`config.mk`:
```
export PLATFORM = sky130hd
export DESIGN_NAME = counter_access_unit_flat
export DESIGN_NICKNAME = d
export VERILOG_FILES = /design/src/rtl/counter_access_unit_if.sv /design/src/rtl/counter_access_unit.sv /design/src/flat_wrapper.sv
export SDC_FILE = /design/constraint.sdc
export NUM_CORES = 1
export LEC_CHECK = 0
export CELL_PAD_IN_SITES_DETAIL_PLACEMENT = 1
export CELL_PAD_IN_SITES_GLOBAL_PLACEMENT = 2
export CORE_ASPECT_RATIO = 0.8
export CORE_MARGIN = 1.5
export CORE_UTILIZATION = 25
export DETAILED_ROUTE_END_ITERATION = 12
export DONT_BUFFER_PORTS = 1
export PLACE_DENSITY_LB_ADDON = 0.1
export SLEW_MARGIN = 20
export SYNTH_ARGS = -nofsm -noshare
export SYNTH_HDL_FRONTEND = slang
export SYNTH_SLANG_ARGS = --single-unit
```
`constraint.sdc`:
```
create_clock -name clk -period 6.1 [get_ports clk]
set_input_delay 0.305 -clock clk [delete_from_list [all_inputs] [get_ports clk]]
set_output_delay 0.305 -clock clk [all_outputs]
set_load 0.03 [all_outputs]
```
`src/rtl/counter_access_unit_if.sv`:
```
`default_nettype none
// ============================================================================
//  Module   : counter_access_unit_if
//  Purpose  : 8254 counter bus: chip select, strobes, address and data lines
//  Revision : 1.0  initial release
// ============================================================================
interface counter_access_unit_if;
    logic       cs;
    logic       wr;
    logic       rd;
    logic [1:0] a;
    logic [7:0] din;
    logic [7:0] dout;

    modport master (output cs, wr, rd, a, din, input dout);
    modport slave  (input cs, wr, rd, a, din, output dout);
endinterface
`default_nettype wire

```
`src/rtl/counter_access_unit.sv`:
```
`default_nettype none
// ============================================================================
//  Module   : counter_access_unit
//  Purpose  : per-counter control-word decode, count assembly and count
//             read-back (live or latched) in front of the 8254 mode unit
//  Revision : 1.0  initial release
// ============================================================================
module counter_access_unit #(
    parameter int COUNTER_ID = 0
) (
    input  wire logic                 clk,
    input  wire logic                 rst_n,
    counter_access_unit_if.slave      bus,
    input  wire logic [15:0]          current_count,
    output logic      [15:0]          countreg,
    output logic                      new_count,
    output logic      [2:0]           mode,
    output logic                      bcd,
    output logic                      count_pending
);

    localparam logic [1:0] C_ID     = COUNTER_ID[1:0];
    localparam logic [1:0] C_RW_LSB = 2'b01;
    localparam logic [1:0] C_RW_MSB = 2'b10;

    logic [1:0]  r_rw;
    logic        r_wr_msb;
    logic        r_rd_msb;
    logic        r_latched;
    logic [15:0] r_latch;
    logic [7:0]  r_hold;
    logic [7:0]  r_dout;

    logic        w_wr_en;
    logic        w_rd_en;
    logic        w_ctrl;
    logic        w_cnt_sel;
    logic [15:0] w_src;
    logic [2:0]  w_mode;

    // A simultaneous read is dropped in favour of the write.
    assign w_wr_en   = bus.cs & bus.wr;
    assign w_rd_en   = bus.cs & bus.rd & ~bus.wr;
    assign w_ctrl    = (bus.a == 2'd3) && (bus.din[7:6] == C_ID);
    assign w_cnt_sel = (bus.a == C_ID);
    assign w_src     = r_latched ? r_latch : current_count;
    // Modes 6 and 7 alias to 2 and 3.
    assign w_mode    = (bus.din[3:2] == 2'b11) ? {1'b0, bus.din[2:1]} : bus.din[3:1];
    assign bus.dout  = r_dout;

    // Bus access state: control word, count assembly, read pointer and latch.
    always_ff @(posedge clk or negedge rst_n) begin
        if (!rst_n) begin
            r_rw          <= 2'b11;
            r_wr_msb      <= 1'b0;
            r_rd_msb      <= 1'b0;
            r_latched     <= 1'b0;
            r_latch       <= 16'h0000;
            r_hold        <= 8'h00;
            r_dout        <= 8'h00;
            countreg      <= 16'h0000;
            new_count     <= 1'b0;
            mode          <= 3'd0;
            bcd           <= 1'b0;
            count_pending <= 1'b0;
        end else begin
            new_count <= 1'b0;
            if (w_wr_en && w_ctrl) begin
                if (bus.din[5:4] == 2'b00) begin
                    if (!r_latched) begin
                        r_latch   <= current_count;
                        r_latched <= 1'b1;
                    end
                end else begin
                    r_rw          <= bus.din[5:4];
                    mode          <= w_mode;
                    bcd           <= bus.din[0];
                    r_wr_msb      <= 1'b0;
                    r_rd_msb      <= 1'b0;
                    r_latched     <= 1'b0;
                    count_pending <= 1'b1;
                end
            end else if (w_wr_en && w_cnt_sel) begin
                if (r_rw == C_RW_LSB) begin
                    countreg      <= {8'h00, bus.din};
                    new_count     <= 1'b1;
                    count_pending <= 1'b0;
                end else if (r_rw == C_RW_MSB) begin
                    countreg      <= {bus.din, 8'h00};
                    new_count     <= 1'b1;
                    count_pending <= 1'b0;
                end else if (!r_wr_msb) begin
                    r_hold   <= bus.din;
                    r_wr_msb <= 1'b1;
                end else begin
                    countreg      <= {bus.din, r_hold};
                    new_count     <= 1'b1;
                    count_pending <= 1'b0;
                    r_wr_msb      <= 1'b0;
                end
            end else if (w_rd_en && w_cnt_sel) begin
                if (r_rw == C_RW_LSB) begin
                    r_dout    <= w_src[7:0];
                    r_latched <= 1'b0;
                end else if (r_rw == C_RW_MSB) begin
                    r_dout    <= w_src[15:8];
                    r_latched <= 1'b0;
                end else begin
                    r_dout   <= r_rd_msb ? w_src[15:8] : w_src[7:0];
                    r_rd_msb <= ~r_rd_msb;
                    if (r_rd_msb) begin
                        r_latched <= 1'b0;
                    end
                end
            end
        end
    end

endmodule
`default_nettype wire

```
`src/flat_wrapper.sv`:
```
// flat-port wrapper written by rule: the top's interface ports become plain ports
module counter_access_unit_flat 
#(
    parameter int COUNTER_ID = 0
)
  (clk, rst_n, current_count, countreg, new_count, mode, bcd, count_pending, bus_cs, bus_wr, bus_rd, bus_a, bus_din, bus_dout);
  counter_access_unit_if bus_i ();
  input  wire logic clk;
  input  wire logic rst_n;
  input  wire logic [15:0] current_count;
  output logic      [15:0] countreg;
  output logic new_count;
  output logic      [2:0] mode;
  output logic bcd;
  output logic count_pending;
  input wire logic [$bits(bus_i.cs)-1:0] bus_cs;
  input wire logic [$bits(bus_i.wr)-1:0] bus_wr;
  input wire logic [$bits(bus_i.rd)-1:0] bus_rd;
  input wire logic [$bits(bus_i.a)-1:0] bus_a;
  input wire logic [$bits(bus_i.din)-1:0] bus_din;
  output wire logic [$bits(bus_i.dout)-1:0] bus_dout;
  assign bus_i.cs = bus_cs;
  assign bus_i.wr = bus_wr;
  assign bus_i.rd = bus_rd;
  assign bus_i.a = bus_a;
  assign bus_i.din = bus_din;
  assign bus_dout = bus_i.dout;
  counter_access_unit #(.COUNTER_ID(COUNTER_ID)) u_core (.clk(clk), .rst_n(rst_n), .bus(bus_i), .current_count(current_count), .countreg(countreg), .new_count(new_count), .mode(mode), .bcd(bcd), .count_pending(count_pending));
endmodule
```
==> out/results.ini <==
[power_and_ir_drop]
swShare_pct = 28.4
leakage_uw = 0.00140
total_power_uw = 1310
switchingPower_uw = 371
p_seq_share_pct = 43.9
clockPowerShare_pct = 45.0
vdd_drop_max_mv = 0.120
p_per_area_nw_per_um2 = 408
p_int_uw = 935
power_frac_comb_pct = 11.2

[synthesis]
ys_seq_area_share_pct = 54.8
yosysTopAreaCell = dfrtp_1
netlist_instances = 207
async_flop_share_pct = 100
synth_warnings = 0
ys_top_cells_by_area = dfrtp_1 (53%), mux2_2 (9.6%), mux2_4 (5.6%), mux4_2 (5.0%), o21ai_0 (3.7%)
syn_avg_cell_area_um2 = 13.0
ys.flop_type = dfrtp_1
synth_edf_count = 0
yosysTopAreaCellShare_pct = 52.9
ys_seq_elements = 59
syn-cell-area_um2 = 2700
synth_nets = 240
ys_types = 39

[layout]
final_area_um2 = 3200
layout.nets = 244
area_growth_pct = 18.7
final_core_util_pct = 30.9
num-fill-cells = 1105
diodes = 0
drive_above_1_share_pct = 29.6

[die]
num_io_pins = 61
rows = 33
coreArea_um2 = 10400
initial_utilization_pct = 26.0
die_x_um = 119
die_h_um = 95.9
die-area_um2 = 11400

[worst_setup_path]
crit_path_max_fanout = 20
crit_slowest_cell = ha_1
worstSetupPathType = reg2reg
crit_path_cell_trace = ha_1 > o21bai_2 > mux4_2 > mux2_2
crit_arrival_ns = 2.71
slowest_delay_ns = 0.58
cp-end-kind = flip-flop
start_kind = flip-flop
worst_ep_required_time_ns = 6.30

[sta]
timing.fmax_mhz = 399
period_needed_ns = 2.51
setup_viol = 0
clock_skew_ns = 0.00868
slew_headroom_pct = 46.0
drv_slew = 0
fin_crit_sh_pct = 41.1
final.setup.tns_ns = 0
setup_ws_ns = 3.59
rsz0062_at_grt = no
worstMarginPinSlew_ns = 0.810
final-hold-violation-count = 0

[place]
pre_cts_ws_ns = 3.36
dpl.hpwl_mm = 4.57
gp_congestion = 0.726
port_buffers = 0
placed_area_um2 = 2810

[grt]
grt_pass1_wl_mm = 10.7
track_usage_pct = 12.6
grt_max_degree = 60
grt_overflow = 0
grt_antenna_before_repair = 0
grt_pass1_vias = 1819

[clock_tree]
h-tree-depth = 3
clk_pin_slew_ns = 0.06
cts_sinks = 59
clock_path_buffers = 2
cts_tree = done
cts_buffers = 9
postCtsResizedCells = 0
root_buffer = clkbuf_16
clock_latency_ns = 0.33

[route]
route.detailed.drc = 0
firstDrtPassIters = 4
num_vias = 1652
avgRoutedWirePerCell_um = 18.5
via_per_inst = 4.64
routed_wl_mm = 6.60
dr.first_iter.drc_count = 89
drtAntennaViolNets = 0

[flow_run]
max_cap_violations = 0

[min_path]
hp-class = in2reg

[status]
run_status = complete, no violations

-- flip-flops by register name, indices dropped and copies added (netlist names) --
register,count
u_core.r_rw,2
u_core.r_latched,1
u_core.bcd,1
u_core.countreg,16
u_core.r_latch,16
u_core.r_rd_msb,1
u_core.count_pending,1
u_core.mode,3
u_core.new_count,1
u_core.r_hold,8
u_core.r_wr_msb,1
u_core.bus.dout,8
-- cells by family after synthesis --
kind of cell	after synthesis	synth area share [%]
compound gates	41	9.19
fa+ha+maj	2	0.928
buf+inv	14	3.02
flops	59	54.8
mux	41	20.9
simple gates	50	11.1
-- per-layer routing --
metal	share of wire [%]	track usage (%)	wire length, um	vias up
li1	-	-	-	752
met1	47	16.6	3080	854
met2	44	17.9	2920	38
met3	7.7	5.98	509	8
met4	1.3	4.52	86	0
met5	0	0	0	-
-- area by class of cell --
| cell class | instances | area (um2) | area share (%) |
|---|---|---|---|
| clock inverter | 4 | 97.6 | 3.05 |
| timing repair buffer | 2 | 37.5 | 1.17 |
| sequential | 59 | 1480 | 46.2 |
| multi-input combinational | 134 | 1140 | 35.8 |
| tap | 140 | 175 | 5.48 |
| clock buffer | 12 | 246 | 7.70 |
| inverter | 5 | 18.8 | 0.587 |
-- worst max-delay path, delay by kind of cell (launching register included) --
kind                       cells  cell delay [ns]
AOI/OAI and AO/OA              1             0.42
adders and majority gates      1             0.58
DFF                            1             0.54
muxes                          2             0.84
-- layout by cell type (no fill, tap or decap), types with 3 or more instances in the layout --
| master | count |
|---|---|
| dfrtp_1 | 57 |
| nand2_1 | 23 |
| mux2_2 | 23 |
| o21ai_0 | 20 |
| mux2_4 | 10 |
| clkbuf_16 | 9 |
| nand2b_1 | 8 |
| a22oi_1 | 8 |
| mux4_2 | 6 |
| inv_1 | 5 |
| nor2_1 | 5 |
| a21oi_1 | 3 |
| bufinv_16 | 3 |
-- Yosys cell counts (all sizes together) (3+ instances only) --
cell type and number:
mux4 6, nor2 7, buf 4, nand2b 8, a21oi 3, nand3 4, dfrtp 57, nand2 23
a22oi 8, inv 5, mux2 33, o21ai 21, clkbuf 5
-- timing repair --
item	4_1_cts	5_1_grt
hold endpoints to repair	59	0
buffers inserted	0	0
hold buffers	2	0
-- worst paths after layout --
| path | start | end | depth (start not counted) | slack, ns |
|---|---|---|---|---|
| max | u_core.r_rw[0] | u_core.bus.dout[3] | 4 | 3.59 |
| min | bus_wr | u_core.new_count | 2 | 0.12 |
| max reg2reg | u_core.r_rw[0] | u_core.bus.dout[3] | 4 | 3.59 |
| min reg2reg | u_core.r_latch[0] | u_core.r_latch[0] | 2 | 0.49 |
| max in group asynchronous | rst_n | u_core.r_rw[1] | 2 | 5.28 |
| min in group asynchronous | rst_n | u_core.countreg[0] | 2 | 0.52 |
-- power by group through the flow --
stage               clock, uW  combinational [uW]  sequential (uW)
global route              621                 166              582
global placement            0                 131              579
CTS                       604                 150              574
finish                    587                 146              573
detailed placement          0                 138              581
floorplan                   0                 120              563
-- through the flow --
step,hold slack [ns],instances
floorplan,0.00941,207
global placement,0.0110,338
detailed placement,0.0110,338
CTS,0.103,356
global route,0.105,356
finish,0.115,356
Note: power is estimated with default switching activity, not from simulation.
